File: config.mk
export PLATFORM = sky130hd
export DESIGN_NAME = apb_wb_bridge_n_flat
export DESIGN_NICKNAME = d
export VERILOG_FILES = /design/src/rtl/apb_wb_pkg.sv /design/src/rtl/apb_wb_bridge_n_if.sv /design/src/rtl/apb_wb_decoder.sv /design/src/rtl/apb_wb_bridge_n.sv /design/src/flat_wrapper.sv
export SDC_FILE = /design/constraint.sdc
export NUM_CORES = 1
export LEC_CHECK = 0
export BUFFER_PORTS_ARGS = -buffer_cell sky130_fd_sc_hd__buf_2
export CAP_MARGIN = 0
export CORE_UTILIZATION = 30
export DETAILED_ROUTE_END_ITERATION = 10
export SLEW_MARGIN = 5
export SYNTH_ARGS = -nofsm -noshare
export SYNTH_HDL_FRONTEND = slang
export SYNTH_HIERARCHICAL = 1
export SYNTH_SLANG_ARGS = --single-unit
File: constraint.sdc
create_clock -name clk -period 3.4 [get_ports clk]
set_input_delay 0.34 -clock clk [delete_from_list [all_inputs] [get_ports clk]]
set_output_delay 0.34 -clock clk [all_outputs]
set_load 0.01 [all_outputs]
File: src/rtl/apb_wb_pkg.sv
// Shared types and constants for the APB-to-Wishbone bridge.
// The optional Wishbone timeout is enabled by defining APB_WB_BRIDGE_TIMEOUT_EN.
package apb_wb_pkg;

    typedef enum logic [1:0] {
        ST_IDLE    = 2'd0,
        ST_WB_WAIT = 2'd1,
        ST_RESP    = 2'd2
    } state_e;

    localparam int          MAX_SLAVES   = 8;
    localparam int          IDX_W        = 3;
    localparam int          TO_CNT_W     = 16;
    localparam logic [31:0] DEFAULT_MASK = 32'hFFF0_0000;

endpackage

File: src/rtl/apb_wb_bridge_n_if.sv
// APB and multi-port Wishbone bus bundles for the bridge.
// The bridge uses apb_if.slave and wb_if.master; the environment takes the opposite modports.
interface apb_if #(
    parameter int W_ADDR = 32,
    parameter int W_DATA = 32
);
    logic [W_ADDR-1:0]   paddr;
    logic                psel;
    logic                penable;
    logic                pwrite;
    logic [W_DATA-1:0]   pwdata;
    logic [W_DATA/8-1:0] pstrb;
    logic                pready;
    logic [W_DATA-1:0]   prdata;
    logic                pslverr;

    modport master (output paddr, psel, penable, pwrite, pwdata, pstrb,
                    input  pready, prdata, pslverr);
    modport slave  (input  paddr, psel, penable, pwrite, pwdata, pstrb,
                    output pready, prdata, pslverr);
endinterface

interface wb_if #(
    parameter int N_SLAVES = 2,
    parameter int W_ADDR   = 32,
    parameter int W_DATA   = 32
);
    logic [N_SLAVES-1:0]        wb_cyc_o;
    logic [N_SLAVES-1:0]        wb_stb_o;
    logic                       wb_we_o;
    logic [W_DATA/8-1:0]        wb_sel_o;
    logic [W_ADDR-1:0]          wb_adr_o;
    logic [W_DATA-1:0]          wb_dat_o;
    logic [N_SLAVES*W_DATA-1:0] wb_dat_i;
    logic [N_SLAVES-1:0]        wb_ack_i;
    logic [N_SLAVES-1:0]        wb_err_i;

    modport master (output wb_cyc_o, wb_stb_o, wb_we_o, wb_sel_o, wb_adr_o, wb_dat_o,
                    input  wb_dat_i, wb_ack_i, wb_err_i);
    modport slave  (input  wb_cyc_o, wb_stb_o, wb_we_o, wb_sel_o, wb_adr_o, wb_dat_o,
                    output wb_dat_i, wb_ack_i, wb_err_i);
endinterface

File: src/rtl/apb_wb_decoder.sv
// Combinational address decoder: one-hot hit vector and index of the lowest matching slave.
module apb_wb_decoder
    import apb_wb_pkg::*;
#(
    parameter int                         N_SLAVES  = 2,
    parameter int                         W_ADDR    = 32,
    parameter logic [N_SLAVES*W_ADDR-1:0] ADDR_MAP  = {32'h2610_0000, 32'h2600_0000},
    parameter logic [N_SLAVES*W_ADDR-1:0] ADDR_MASK = {DEFAULT_MASK, DEFAULT_MASK}
) (
    input  logic [W_ADDR-1:0]   addr,
    output logic [N_SLAVES-1:0] hit,
    output logic [IDX_W-1:0]    idx,
    output logic                hit_any
);

    logic [N_SLAVES-1:0] raw_s;

    // Per-slave match, then keep only the first (lowest) match in ascending order
    always_comb begin
        raw_s   = '0;
        hit     = '0;
        idx     = '0;
        hit_any = 1'b0;
        for (int i = 0; i < N_SLAVES; i++) begin
            raw_s[i] = ((addr & ADDR_MASK[i*W_ADDR +: W_ADDR]) ==
                        (ADDR_MAP[i*W_ADDR +: W_ADDR] & ADDR_MASK[i*W_ADDR +: W_ADDR]));
        end
        for (int i = 0; i < N_SLAVES; i++) begin
            hit[i]  = raw_s[i] & ~hit_any;
            idx     = (raw_s[i] & ~hit_any) ? IDX_W'(i) : idx;
            hit_any = hit_any | raw_s[i];
        end
    end

endmodule

File: src/rtl/apb_wb_bridge_n.sv
// APB slave to N-port Wishbone master bridge with registered outputs.
// Define APB_WB_BRIDGE_TIMEOUT_EN to abort Wishbone cycles after TIMEOUT_CYCLES clocks.
module apb_wb_bridge_n
    import apb_wb_pkg::*;
#(
    parameter int                         N_SLAVES       = 2,
    parameter int                         W_ADDR         = 32,
    parameter int                         W_DATA         = 32,
    parameter logic [N_SLAVES*W_ADDR-1:0] ADDR_MAP       = {32'h2610_0000, 32'h2600_0000},
    parameter logic [N_SLAVES*W_ADDR-1:0] ADDR_MASK      = {DEFAULT_MASK, DEFAULT_MASK},
    parameter int                         TIMEOUT_CYCLES = 255
) (
    input  logic clk,
    input  logic rst_n,
    apb_if.slave apb,
    wb_if.master wb
);

    localparam int W_STRB = W_DATA / 8;

    if (N_SLAVES < 1 || N_SLAVES > MAX_SLAVES || TIMEOUT_CYCLES < 1 || TIMEOUT_CYCLES > 65535) begin : g_bad_param
        $error("apb_wb_bridge_n: N_SLAVES or TIMEOUT_CYCLES out of range");
    end

    state_e              state_r, state_s;
    logic [N_SLAVES-1:0] cyc_r, cyc_s;
    logic [IDX_W-1:0]    idx_r, idx_s;
    logic                we_r, we_s;
    logic [W_STRB-1:0]   sel_r, sel_s;
    logic [W_ADDR-1:0]   adr_r, adr_s;
    logic [W_DATA-1:0]   dat_r, dat_s;
    logic                abort_r, abort_s;
    logic                pready_r, pready_s;
    logic [W_DATA-1:0]   prdata_r, prdata_s;
    logic                pslverr_r, pslverr_s;

    logic [N_SLAVES-1:0] dec_hit_s;
    logic [IDX_W-1:0]    dec_idx_s;
    logic                dec_any_s;
    logic                ack_s, err_s, expire_s;
    logic [W_DATA-1:0]   rdat_s;

    apb_wb_decoder #(
        .N_SLAVES  (N_SLAVES),
        .W_ADDR    (W_ADDR),
        .ADDR_MAP  (ADDR_MAP),
        .ADDR_MASK (ADDR_MASK)
    ) u_decoder (
        .addr    (apb.paddr),
        .hit     (dec_hit_s),
        .idx     (dec_idx_s),
        .hit_any (dec_any_s)
    );

    // Response lines of the selected port only; other ports are ignored
    always_comb begin
        ack_s  = 1'b0;
        err_s  = 1'b0;
        rdat_s = '0;
        for (int i = 0; i < N_SLAVES; i++) begin
            ack_s  = ack_s | (wb.wb_ack_i[i] & (idx_r == IDX_W'(i)));
            err_s  = err_s | (wb.wb_err_i[i] & (idx_r == IDX_W'(i)));
            rdat_s = rdat_s | (wb.wb_dat_i[i*W_DATA +: W_DATA] & {W_DATA{idx_r == IDX_W'(i)}});
        end
    end

`ifdef APB_WB_BRIDGE_TIMEOUT_EN
    logic [TO_CNT_W-1:0] cnt_r;

    assign expire_s = (cnt_r == TO_CNT_W'(TIMEOUT_CYCLES - 1));

    // Clocks spent in WB_WAIT for the current cycle
    always_ff @(posedge clk or negedge rst_n) begin
        if (!rst_n) begin
            cnt_r <= '0;
        end else if (state_r == ST_WB_WAIT && !(ack_s || err_s || expire_s)) begin
            cnt_r <= cnt_r + 16'd1;
        end else begin
            cnt_r <= '0;
        end
    end
`else
    assign expire_s = 1'b0;
`endif

    // Next-state and next-output logic
    always_comb begin
        state_s   = state_r;
        cyc_s     = cyc_r;
        idx_s     = idx_r;
        we_s      = we_r;
        sel_s     = sel_r;
        adr_s     = adr_r;
        dat_s     = dat_r;
        abort_s   = abort_r;
        pready_s  = 1'b0;
        prdata_s  = '0;
        pslverr_s = 1'b0;
        case (state_r)
            ST_IDLE: begin
                abort_s = 1'b0;
                if (apb.psel && apb.penable) begin
                    if (dec_any_s) begin
                        state_s = ST_WB_WAIT;
                        cyc_s   = dec_hit_s;
                        idx_s   = dec_idx_s;
                        we_s    = apb.pwrite;
                        sel_s   = apb.pwrite ? apb.pstrb : '1;
                        adr_s   = apb.paddr;
                        dat_s   = apb.pwdata;
                    end else begin
                        state_s   = ST_RESP;
                        pready_s  = 1'b1;
                        pslverr_s = 1'b1;
                    end
                end else begin
                    state_s = ST_IDLE;
                end
            end
            ST_WB_WAIT: begin
                // A master that walks away still gets its Wishbone cycle finished, silently
                abort_s = abort_r | ~apb.psel;
                if (ack_s || err_s || expire_s) begin
                    cyc_s = '0;
                    if (abort_s) begin
                        state_s = ST_IDLE;
                    end else begin
                        state_s   = ST_RESP;
                        pready_s  = 1'b1;
                        pslverr_s = err_s | ~ack_s;
                        prdata_s  = (ack_s && !err_s && !we_r) ? rdat_s : '0;
                    end
                end else begin
                    state_s = ST_WB_WAIT;
                end
            end
            ST_RESP: begin
                state_s = ST_IDLE;
            end
            default: begin
                state_s = ST_IDLE;
                cyc_s   = '0;
            end
        endcase
    end

    // State and output registers
    always_ff @(posedge clk or negedge rst_n) begin
        if (!rst_n) begin
            state_r   <= ST_IDLE;
            cyc_r     <= '0;
            idx_r     <= '0;
            we_r      <= 1'b0;
            sel_r     <= '0;
            adr_r     <= '0;
            dat_r     <= '0;
            abort_r   <= 1'b0;
            pready_r  <= 1'b0;
            prdata_r  <= '0;
            pslverr_r <= 1'b0;
        end else begin
            state_r   <= state_s;
            cyc_r     <= cyc_s;
            idx_r     <= idx_s;
            we_r      <= we_s;
            sel_r     <= sel_s;
            adr_r     <= adr_s;
            dat_r     <= dat_s;
            abort_r   <= abort_s;
            pready_r  <= pready_s;
            prdata_r  <= prdata_s;
            pslverr_r <= pslverr_s;
        end
    end

    assign wb.wb_cyc_o = cyc_r;
    assign wb.wb_stb_o = cyc_r;
    assign wb.wb_we_o  = we_r;
    assign wb.wb_sel_o = sel_r;
    assign wb.wb_adr_o = adr_r;
    assign wb.wb_dat_o = dat_r;
    assign apb.pready  = pready_r;
    assign apb.prdata  = prdata_r;
    assign apb.pslverr = pslverr_r;

endmodule

File: src/flat_wrapper.sv
// flat-port wrapper written by rule: the top's interface ports become plain ports
module apb_wb_bridge_n_flat import apb_wb_pkg::*;
#(
    parameter int                         N_SLAVES       = 2,
    parameter int                         W_ADDR         = 32,
    parameter int                         W_DATA         = 32,
    parameter logic [N_SLAVES*W_ADDR-1:0] ADDR_MAP       = {32'h2610_0000, 32'h2600_0000},
    parameter logic [N_SLAVES*W_ADDR-1:0] ADDR_MASK      = {DEFAULT_MASK, DEFAULT_MASK},
    parameter int                         TIMEOUT_CYCLES = 255
)
  (clk, rst_n, apb_paddr, apb_psel, apb_penable, apb_pwrite, apb_pwdata, apb_pstrb, apb_pready, apb_prdata, apb_pslverr, wb_wb_cyc_o, wb_wb_stb_o, wb_wb_we_o, wb_wb_sel_o, wb_wb_adr_o, wb_wb_dat_o, wb_wb_dat_i, wb_wb_ack_i, wb_wb_err_i);
  apb_if #(.W_ADDR(W_ADDR), .W_DATA(W_DATA)) apb_i ();
  wb_if #(.N_SLAVES(N_SLAVES), .W_ADDR(W_ADDR), .W_DATA(W_DATA)) wb_i ();
  input  logic clk;
  input  logic rst_n;
  input wire logic [$bits(apb_i.paddr)-1:0] apb_paddr;
  input wire logic [$bits(apb_i.psel)-1:0] apb_psel;
  input wire logic [$bits(apb_i.penable)-1:0] apb_penable;
  input wire logic [$bits(apb_i.pwrite)-1:0] apb_pwrite;
  input wire logic [$bits(apb_i.pwdata)-1:0] apb_pwdata;
  input wire logic [$bits(apb_i.pstrb)-1:0] apb_pstrb;
  output wire logic [$bits(apb_i.pready)-1:0] apb_pready;
  output wire logic [$bits(apb_i.prdata)-1:0] apb_prdata;
  output wire logic [$bits(apb_i.pslverr)-1:0] apb_pslverr;
  output wire logic [$bits(wb_i.wb_cyc_o)-1:0] wb_wb_cyc_o;
  output wire logic [$bits(wb_i.wb_stb_o)-1:0] wb_wb_stb_o;
  output wire logic [$bits(wb_i.wb_we_o)-1:0] wb_wb_we_o;
  output wire logic [$bits(wb_i.wb_sel_o)-1:0] wb_wb_sel_o;
  output wire logic [$bits(wb_i.wb_adr_o)-1:0] wb_wb_adr_o;
  output wire logic [$bits(wb_i.wb_dat_o)-1:0] wb_wb_dat_o;
  input wire logic [$bits(wb_i.wb_dat_i)-1:0] wb_wb_dat_i;
  input wire logic [$bits(wb_i.wb_ack_i)-1:0] wb_wb_ack_i;
  input wire logic [$bits(wb_i.wb_err_i)-1:0] wb_wb_err_i;
  assign apb_i.paddr = apb_paddr;
  assign apb_i.psel = apb_psel;
  assign apb_i.penable = apb_penable;
  assign apb_i.pwrite = apb_pwrite;
  assign apb_i.pwdata = apb_pwdata;
  assign apb_i.pstrb = apb_pstrb;
  assign apb_pready = apb_i.pready;
  assign apb_prdata = apb_i.prdata;
  assign apb_pslverr = apb_i.pslverr;
  assign wb_wb_cyc_o = wb_i.wb_cyc_o;
  assign wb_wb_stb_o = wb_i.wb_stb_o;
  assign wb_wb_we_o = wb_i.wb_we_o;
  assign wb_wb_sel_o = wb_i.wb_sel_o;
  assign wb_wb_adr_o = wb_i.wb_adr_o;
  assign wb_wb_dat_o = wb_i.wb_dat_o;
  assign wb_i.wb_dat_i = wb_wb_dat_i;
  assign wb_i.wb_ack_i = wb_wb_ack_i;
  assign wb_i.wb_err_i = wb_wb_err_i;
  apb_wb_bridge_n #(.N_SLAVES(N_SLAVES), .W_ADDR(W_ADDR), .W_DATA(W_DATA), .ADDR_MAP(ADDR_MAP), .ADDR_MASK(ADDR_MASK), .TIMEOUT_CYCLES(TIMEOUT_CYCLES)) u_core (.clk(clk), .rst_n(rst_n), .apb(apb_i), .wb(wb_i));
endmodule
==> metrics.md, run 1 <==
| Metric | Value |
|---|---|
| Worst vdd ir | 0.000295 V |
| Area occupied by multi-input gates | 1700 sq um |
| Part of the total power dissipated in the clock network | 0.401 |
| Leading cell types by total area after synthesis | sky130_fd_sc_hd__dfrtp_1 60%, sky130_fd_sc_hd__mux2_1 17%, sky130_fd_sc_hd__mux2i_1 7.4% |
| Area share of the leading cell type in the synthesized netlist | 0.598 |
| Net Sw Power | 0.000568 W |
| Status | finished clean |
| Distinct cell type count after synthesis | 34 |
| Hold Path Class | input port to asynchronous set/reset pin |
| Cell internal pwr | 0.00189 W |
| Wire length reported by the detailed router | 10900 microns |
| Clock sink total | 110 |
| Power per unit of standard cell area | 393 nW/um^2 |
| Synth async-reset ratio | 1.00 |
| Clock network latency to the later pin of the worst-skew pair | 0.34 ns |
| Most used flip-flop cell after synthesis | sky130_fd_sc_hd__dfrtp_1 |
| Placeable core region | 14800 sq um |
| Portion of the post-synthesis area used by sequential elements | 0.598 |
| Largest area contributor in the netlist | sky130_fd_sc_hd__dfrtp_1 |
| Max Transition Viols Final | 0 |
| Area of the die | 15900 sq um |
| Post_cts resized | 0 |
| Synthesized netlist cell count | 314 |
| Kind of critical path | flop to flop |
| Total setup violations reported at the end of the flow | 0 |
| Clock transition at the register clock pins on the worst setup and hold paths after CTS | 0.07 ns |
| Antenna violations before repair | 0 |
| Overall via count from detail_route | 3399 |
| Part of the total power dissipated in sequential elements | 0.535 |
| Critical path required time | 3.65 ns |
| Final-report hold violation count | 0 |
| Number of synthesized flops with an enable pin | 0 |
| Switching fraction of total power | 0.231 |
| Antenna Nets Post-Route | 0 |
| Arrival time at the worst endpoint | 2.54 ns |
| Maximum level of the CTS H-tree | 3 |
| Slew at the pin closest to its max-slew limit | 1.05 ns |
| Total power after layout | 0.00246 W |
| Final clock period utilization by the worst path | 0.672 |
| Hold bufs inserted after CTS | 0 |
| Final critical-path required period | 2.29 ns |
| NumNets Final | 693 |
| Vertical die dimension | 126 microns |
| Most common cell in the netlist | sky130_fd_sc_hd__dfrtp_1 |
| Die W | 126 microns |
| Worst Path Max Fanout | 32 |
| FMAX | 0.438 GHz |
| Fraction of layout cells with a size suffix above 1 | 0.546 |
| Post-detailed-placement half-perimeter wirelength | 8270 microns |
| CP startpoint kind | flop |
| Pin count of the biggest net entering global routing | 84 |
| Storage cell area | 2750 sq um |
| Antenna diodes | 0 |
| Via count of the first global-routing pass | 3512 |
| Synth Cell Area | 4610 sq um |
| First-pass GRT wire length | 17400 microns |
| DR pass1 iterations | 4 |
| Clock tree from TritonCTS | yes |
| Relative contribution of combinational cells to total power | 0.065 |
| Capturing element type of the critical path | flop |
| Setup_tns | 0 ns |
| Residual DRC count | 0 |
| Routability congestion estimate from global placement | 0.722 |
| Number of synthesized register bits | 110 |
| # rows | 44 |
| Starting Density | 0.312 |
| Clock Path Buffers | 2 |
| Total of warnings raised by yosys | 6 |
| I/O pin cnt | 248 |
| Post-DR vias/cell | 4.59 |
| Starting DRC count in detailed routing | 127 |
| RSZ-0062 raised after global routing | no |
| # port buffers | 247 |
| TritonCTS buffer count | 9 |
| Routed length per instance | 14.7 microns |
| Most used standard cells in the synthesized netlist | 110 x sky130_fd_sc_hd__dfrtp_1, 68 x sky130_fd_sc_hd__mux2_1, 34 x sky130_fd_sc_hd__mux2i_1, 30 x sky130_fd_sc_hd__nor3_2, 8 x sky130_fd_sc_hd__clkbuf_1 |
| MaxCap Viol Count | 0 |
| Clock root buffer | sky130_fd_sc_hd__clkbuf_16 |
| Number of filler cells placed in the layout | 1391 |
| Setup repair bufs after CTS | 0 |
| Global router's overall resource usage | 0.140 |
| Relative area change from synthesis to final layout | 36.1% |
| Worst clock skew | 0.00605 ns |
| Leakage power of the design | 3.50 nW |
| Max-slew headroom | 0.299 |
| Sum of overflow across all layers after global routing | 0 |
| Mapped Avg Cell Area | 14.7 sq um |
[worst paths after layout]
kind,startpoint,to,slack (ns),depth (start not counted)
min in group clk,apb_pwdata[14],u_core/wb.wb_dat_o[14],0.20,2
hold reg to reg,u_core/wb.wb_adr_o[21],u_core/wb.wb_adr_o[21],0.49,1
max in group asynchronous,rst_n,u_core/wb.wb_dat_o[29],2.29,2
setup / recovery,u_core/idx_r[0],u_core/apb.prdata[24],1.11,3
setup reg to reg,u_core/idx_r[0],u_core/apb.prdata[24],1.11,3
hold / removal,rst_n,u_core/apb.prdata[22],0.15,1
[sequential cells by signal (all words and copies together) (netlist names), 2 cells and up]
signal / count
u_core/apb.prdata: 32
u_core/wb.wb_adr_o: 32
u_core/wb.wb_dat_o: 32
u_core/wb.wb_sel_o: 4
u_core/idx_r: 3
u_core/wb.wb_cyc_o: 2
[cell type report]
cell class                 instances  share of cell area
clock buffer                      10              0.0365
clock inverter                     6             0.00739
inverter                           5             0.00299
multi-input combinational        174               0.271
sequential                       110               0.439
tap                              184              0.0367
timing repair buffer             252               0.206
[power by group through the flow]
stage / sequential, W / combinational (W) / clock, W
floorplan: 0.00134 / 0.0000436 / 0
global placement: 0.00134 / 0.000159 / 0
detailed placement: 0.00134 / 0.000163 / 0
CTS: 0.00132 / 0.000163 / 0.00103
global route: 0.00132 / 0.000178 / 0.00108
finish: 0.00132 / 0.000159 / 0.000986
[per-layer routing]
layer  vias up  wire length [microns]  track usage
met5         -                      0            0
met2       175                   5390        0.239
met1      1625                   4400        0.162
li1       1588                      -            -
met3        11                    973       0.0527
met4         0                    149       0.0468
[worst max-delay path, stage by stage, from the launching register on]
cell	delay [ns]
sky130_fd_sc_hd__dfrtp_2	0.44
sky130_fd_sc_hd__mux2_4	0.33
sky130_fd_sc_hd__or4b_2	1.07
sky130_fd_sc_hd__nor3_1	0.33
[cells by family (layout without fill, tap and decap cells)]
logic type,count (synthesis),count (layout),share of synthesized area
other,1,2,0.000814
multiplexers,104,104,0.246
flip-flops,110,110,0.598
AND/OR/NAND/NOR,52,52,0.0954
AO/OA/AOI/OAI,16,16,0.0234
buffers and inverters,31,273,0.0369
[layout by cell type, fill, tap and decap left out, types with 2 or more instances in the layout]
| cell | n |
|---|---|
| sky130_fd_sc_hd__inv_6 | 2 |
| sky130_fd_sc_hd__o22ai_1 | 2 |
| sky130_fd_sc_hd__mux2_1 | 68 |
| sky130_fd_sc_hd__nor3_1 | 3 |
| sky130_fd_sc_hd__clkbuf_16 | 9 |
| sky130_fd_sc_hd__conb_1 | 2 |
| sky130_fd_sc_hd__a41oi_1 | 4 |
| sky130_fd_sc_hd__o21ai_1 | 2 |
| sky130_fd_sc_hd__mux2i_1 | 34 |
| sky130_fd_sc_hd__a21oi_1 | 4 |
| sky130_fd_sc_hd__nor4_1 | 3 |
| sky130_fd_sc_hd__dfrtp_1 | 109 |
| sky130_fd_sc_hd__nor2_1 | 2 |
| sky130_fd_sc_hd__nor3_2 | 30 |
| sky130_fd_sc_hd__buf_4 | 5 |
| sky130_fd_sc_hd__inv_1 | 5 |
| sky130_fd_sc_hd__nand2_1 | 3 |
| sky130_fd_sc_hd__buf_2 | 246 |
| sky130_fd_sc_hd__nand2b_1 | 2 |
| sky130_fd_sc_hd__clkinvlp_4 | 2 |
[stage by stage]
step	util	cell area, sq um	hold WS [ns]	instances	setup WS, ns
6_report	0.425	6270	0.150	741	1.11
5_1_grt	0.425	6270	0.185	741	0.995
4_1_cts	0.425	6270	0.177	741	1.09
3_5_place_dp	0.406	5990	0.475	725	1.09
3_3_place_gp	0.406	5990	0.463	725	1.12
2_1_floorplan	-	4610	0.0444	315	1.43
No activity file was read; power rests on OpenSTA's default activity.
==> run 2, diff against run 1 <==
==> constraint.sdc (replaced) <==
create_clock -name clk -period 2.2 [get_ports clk]
set_input_delay 0.22 -clock clk [delete_from_list [all_inputs] [get_ports clk]]
set_output_delay 0.22 -clock clk [all_outputs]
set_load 0.01 [all_outputs]
==> run 2 against run 1 <==
Against the previous run: sequential power increased by 54%; maximum frequency increased by 15%; critical path depth increased by 1; utilization increased by 0.73 points; total power increased by 56%; die area unchanged; non-clock buffer count increased by 6; final cell count increased by 0.81%; first-iteration DRC count decreased by 13%; flip-flop and latch count unchanged; clock-buffer cell count increased by 1; register-to-register slack got worse by 0.90 ns; critical endpoint unchanged; highest routed layer unchanged.
==> metrics.md, run 2 (same netlist as run 1, synthesis figures left out) <==
| Metric | Value |
|---|---|
| Worst clock skew | 0.00691 ns (+0.000853 ns) |
| Fraction of layout cells with a size suffix above 1 | 0.551 (+0.00484) |
| Status | finished clean |
| Kind of critical path | flop to flop |
| Routability congestion estimate from global placement | 0.721 (about the same) |
| Clock sink total | 110 (unchanged) |
| Final critical-path required period | 1.98 ns (-0.302 ns) |
| Power per unit of standard cell area | 602 nW/um^2 (+53%) |
| Global-route met1 utilization | 0.163 (+0.00159) |
| Wire length reported by the detailed router | 11100 microns (+1.6%) |
| Routed length per instance | 14.8 microns (+0.74%) |
| Sum of overflow across all layers after global routing | 0 (unchanged) |
| RSZ-0062 raised after global routing | no |
| # rows | 44 (unchanged) |
| Worst Path Max Fanout | 32 (unchanged) |
| # port buffers | 247 (unchanged) |
| MaxCap Viol Count | 0 (unchanged) |
| Maximum level of the CTS H-tree | 3 (unchanged) |
| Overall via count from detail_route | 3397 (-0.059%) |
| Antenna diodes | 0 (unchanged) |
| Slowest cell on the critical path | sky130_fd_sc_hd__or4b_2 |
| First-pass GRT wire length | 17500 microns (+1.0%) |
| Post-layout utilization of the core | 0.432 (+0.00729) |
| Clock root buffer | sky130_fd_sc_hd__clkbuf_16 |
| Post_cts resized | 0 (unchanged) |
| Worst vdd ir | 0.000323 V (+9.4%) |
| NumNets Final | 699 (+0.87%) |
| Final-report hold violation count | 0 (unchanged) |
| Clock tree from TritonCTS | yes |
| Clock network latency to the later pin of the worst-skew pair | 0.34 ns (about the same) |
| TritonCTS buffer count | 9 (unchanged) |
| Die W | 126 microns (unchanged) |
| Capturing element type of the critical path | flop |
| Placeable core region | 14800 sq um (unchanged) |
| Starting DRC count in detailed routing | 111 (-13%) |
| Total setup violations reported at the end of the flow | 0 (unchanged) |
| Most frequent standard cell in the layout excluding fill and tap cells | sky130_fd_sc_hd__buf_2 |
| Clock transition at the register clock pins on the worst setup and hold paths after CTS | 0.07 ns (about the same) |
| Global-route met3 utilization | 0.0480 (-0.00467) |
| Total power after layout | 0.00384 W (+56%) |
| Buffers and inverters on the worst path | 1 (+1) |
| Final clock period utilization by the worst path | 0.901 (+0.229) |
| Critical path required time | 2.46 ns (-1.19 ns) |
| Maximum cell stage delay along the critical path | 0.66 ns (-0.41 ns) |
| Antenna violations before repair | 0 (unchanged) |
| CP Cell Sequence | mux2_4, or4b_2, buf_12, nor3_1 |
| Hold WS | 0.0851 ns (-0.0653 ns) |
| Clock Path Buffers | 2 (unchanged) |
| DR pass1 iterations | 4 (unchanged) |
| Leakage power of the design | 3.56 nW (+1.9%) |
| Most frequent cells in the layout | 246 x sky130_fd_sc_hd__buf_2, 109 x sky130_fd_sc_hd__dfrtp_1, 68 x sky130_fd_sc_hd__mux2_1, 34 x sky130_fd_sc_hd__mux2i_1, 30 x sky130_fd_sc_hd__nor3_2 |
| Met2 GRT Util | 0.240 (+0.000325) |
| Starting Density | 0.312 (unchanged) |
| Pin count of the biggest net entering global routing | 59 (-30%) |
| Antenna Nets Post-Route | 0 (unchanged) |
| Area of the die | 15900 sq um (unchanged) |
| Max Transition Viols Final | 0 (unchanged) |
| Arrival time at the worst endpoint | 2.24 ns (-0.30 ns) |
| Vertical die dimension | 126 microns (unchanged) |
| FMAX | 0.504 GHz (+15%) |
| Relative area change from synthesis to final layout | 38.4% |
| Slew at the pin closest to its max-slew limit | 0.514 ns (-0.536 ns) |
| Global router's overall resource usage | 0.142 (+0.00183) |
| Hold Path Class | input port to flop |
| Setup_tns | 0 ns (unchanged) |
| Post-detailed-placement half-perimeter wirelength | 8510 microns (+3.0%) |
| Residual DRC count | 0 (unchanged) |
| Filler-free cell count of the finished design | 747 (+0.81%) |
| Max-slew headroom | 0.657 (+0.358) |
| CP startpoint kind | flop |
| Cells after DPL | 730 (+0.69%) |
| I/O pin cnt | 248 (unchanged) |
| Layer carrying the most global-route usage | met2 |
| Post-DR vias/cell | 4.55 (-0.86%) |
| Via count of the first global-routing pass | 3541 (+0.83%) |
| Delay-heaviest family, CP | simple AND/OR/NAND/NOR gates |
| Number of filler cells placed in the layout | 1413 (+1.6%) |
run 2: changes by cell type in the layout (fill, tap and decap cells not counted):
cell and delta:
sky130_fd_sc_hd__buf_12 +4, sky130_fd_sc_hd__clkbuf_8 +2, sky130_fd_sc_hd__clkinv_2 +2, sky130_fd_sc_hd__clkinvlp_4 -2, sky130_fd_sc_hd__buf_4 +1, sky130_fd_sc_hd__clkbuf_1 -1
sky130_fd_sc_hd__dlygate4sd3_1 +1, sky130_fd_sc_hd__inv_6 -1
run 2: path summary, 6_finish.rpt:
check | startpoint | end | slack [ns] | depth (start not counted)
setup / recovery | u_core/idx_r[0] | u_core/apb.prdata[24] | 0.22 | 4
hold / removal | apb_paddr[19] | u_core/wb.wb_adr_o[19] | 0.09 | 2
setup reg to reg | u_core/idx_r[0] | u_core/apb.prdata[24] | 0.22 | 4
hold reg to reg | u_core/wb.wb_adr_o[3] | u_core/wb.wb_adr_o[3] | 0.49 | 1
max in group asynchronous | rst_n | u_core/wb.wb_dat_o[0] | 1.13 | 3
min in group asynchronous | rst_n | u_core/apb.prdata[22] | 0.39 | 2
run 2: layout make-up:
type                       count  area (sq um)  share of cell area
inverter                       5          18.8             0.00294
clock inverter                 5          32.5             0.00510
clock buffer                  11           253              0.0396
tap                          184           230              0.0361
sequential                   110          2750               0.432
multi-input combinational    174          1700               0.267
timing repair buffer         258          1390               0.217
run 2: what timing repair did:
action | 4_1_cts | 5_1_grt
buffers inserted | 0 | 0
hold endpoints to repair | 35 | 0
hold buffers | 1 | 0
run 2: stage by stage:
stage               cell area [sq um]  setup WS, ns
detailed placement               6080        0.0288
finish                           6380         0.217
global route                     6380         0.155
floorplan                        4610         0.352
CTS                              6380         0.204
global placement                 6080        0.0724
run 2: layer usage:
layer,share of wire,up-vias
li1,-,1601
met1,0.41,1618
met2,0.48,165
met3,0.091,13
met4,0.016,0
met5,0,-
run 2: power breakdown:
group	switching, W	total, W	internal, W
Sequential	0.00000548	0.00203	0.00203
Combinational	0.000128	0.000257	0.000129
Clock	0.000716	0.00155	0.000831
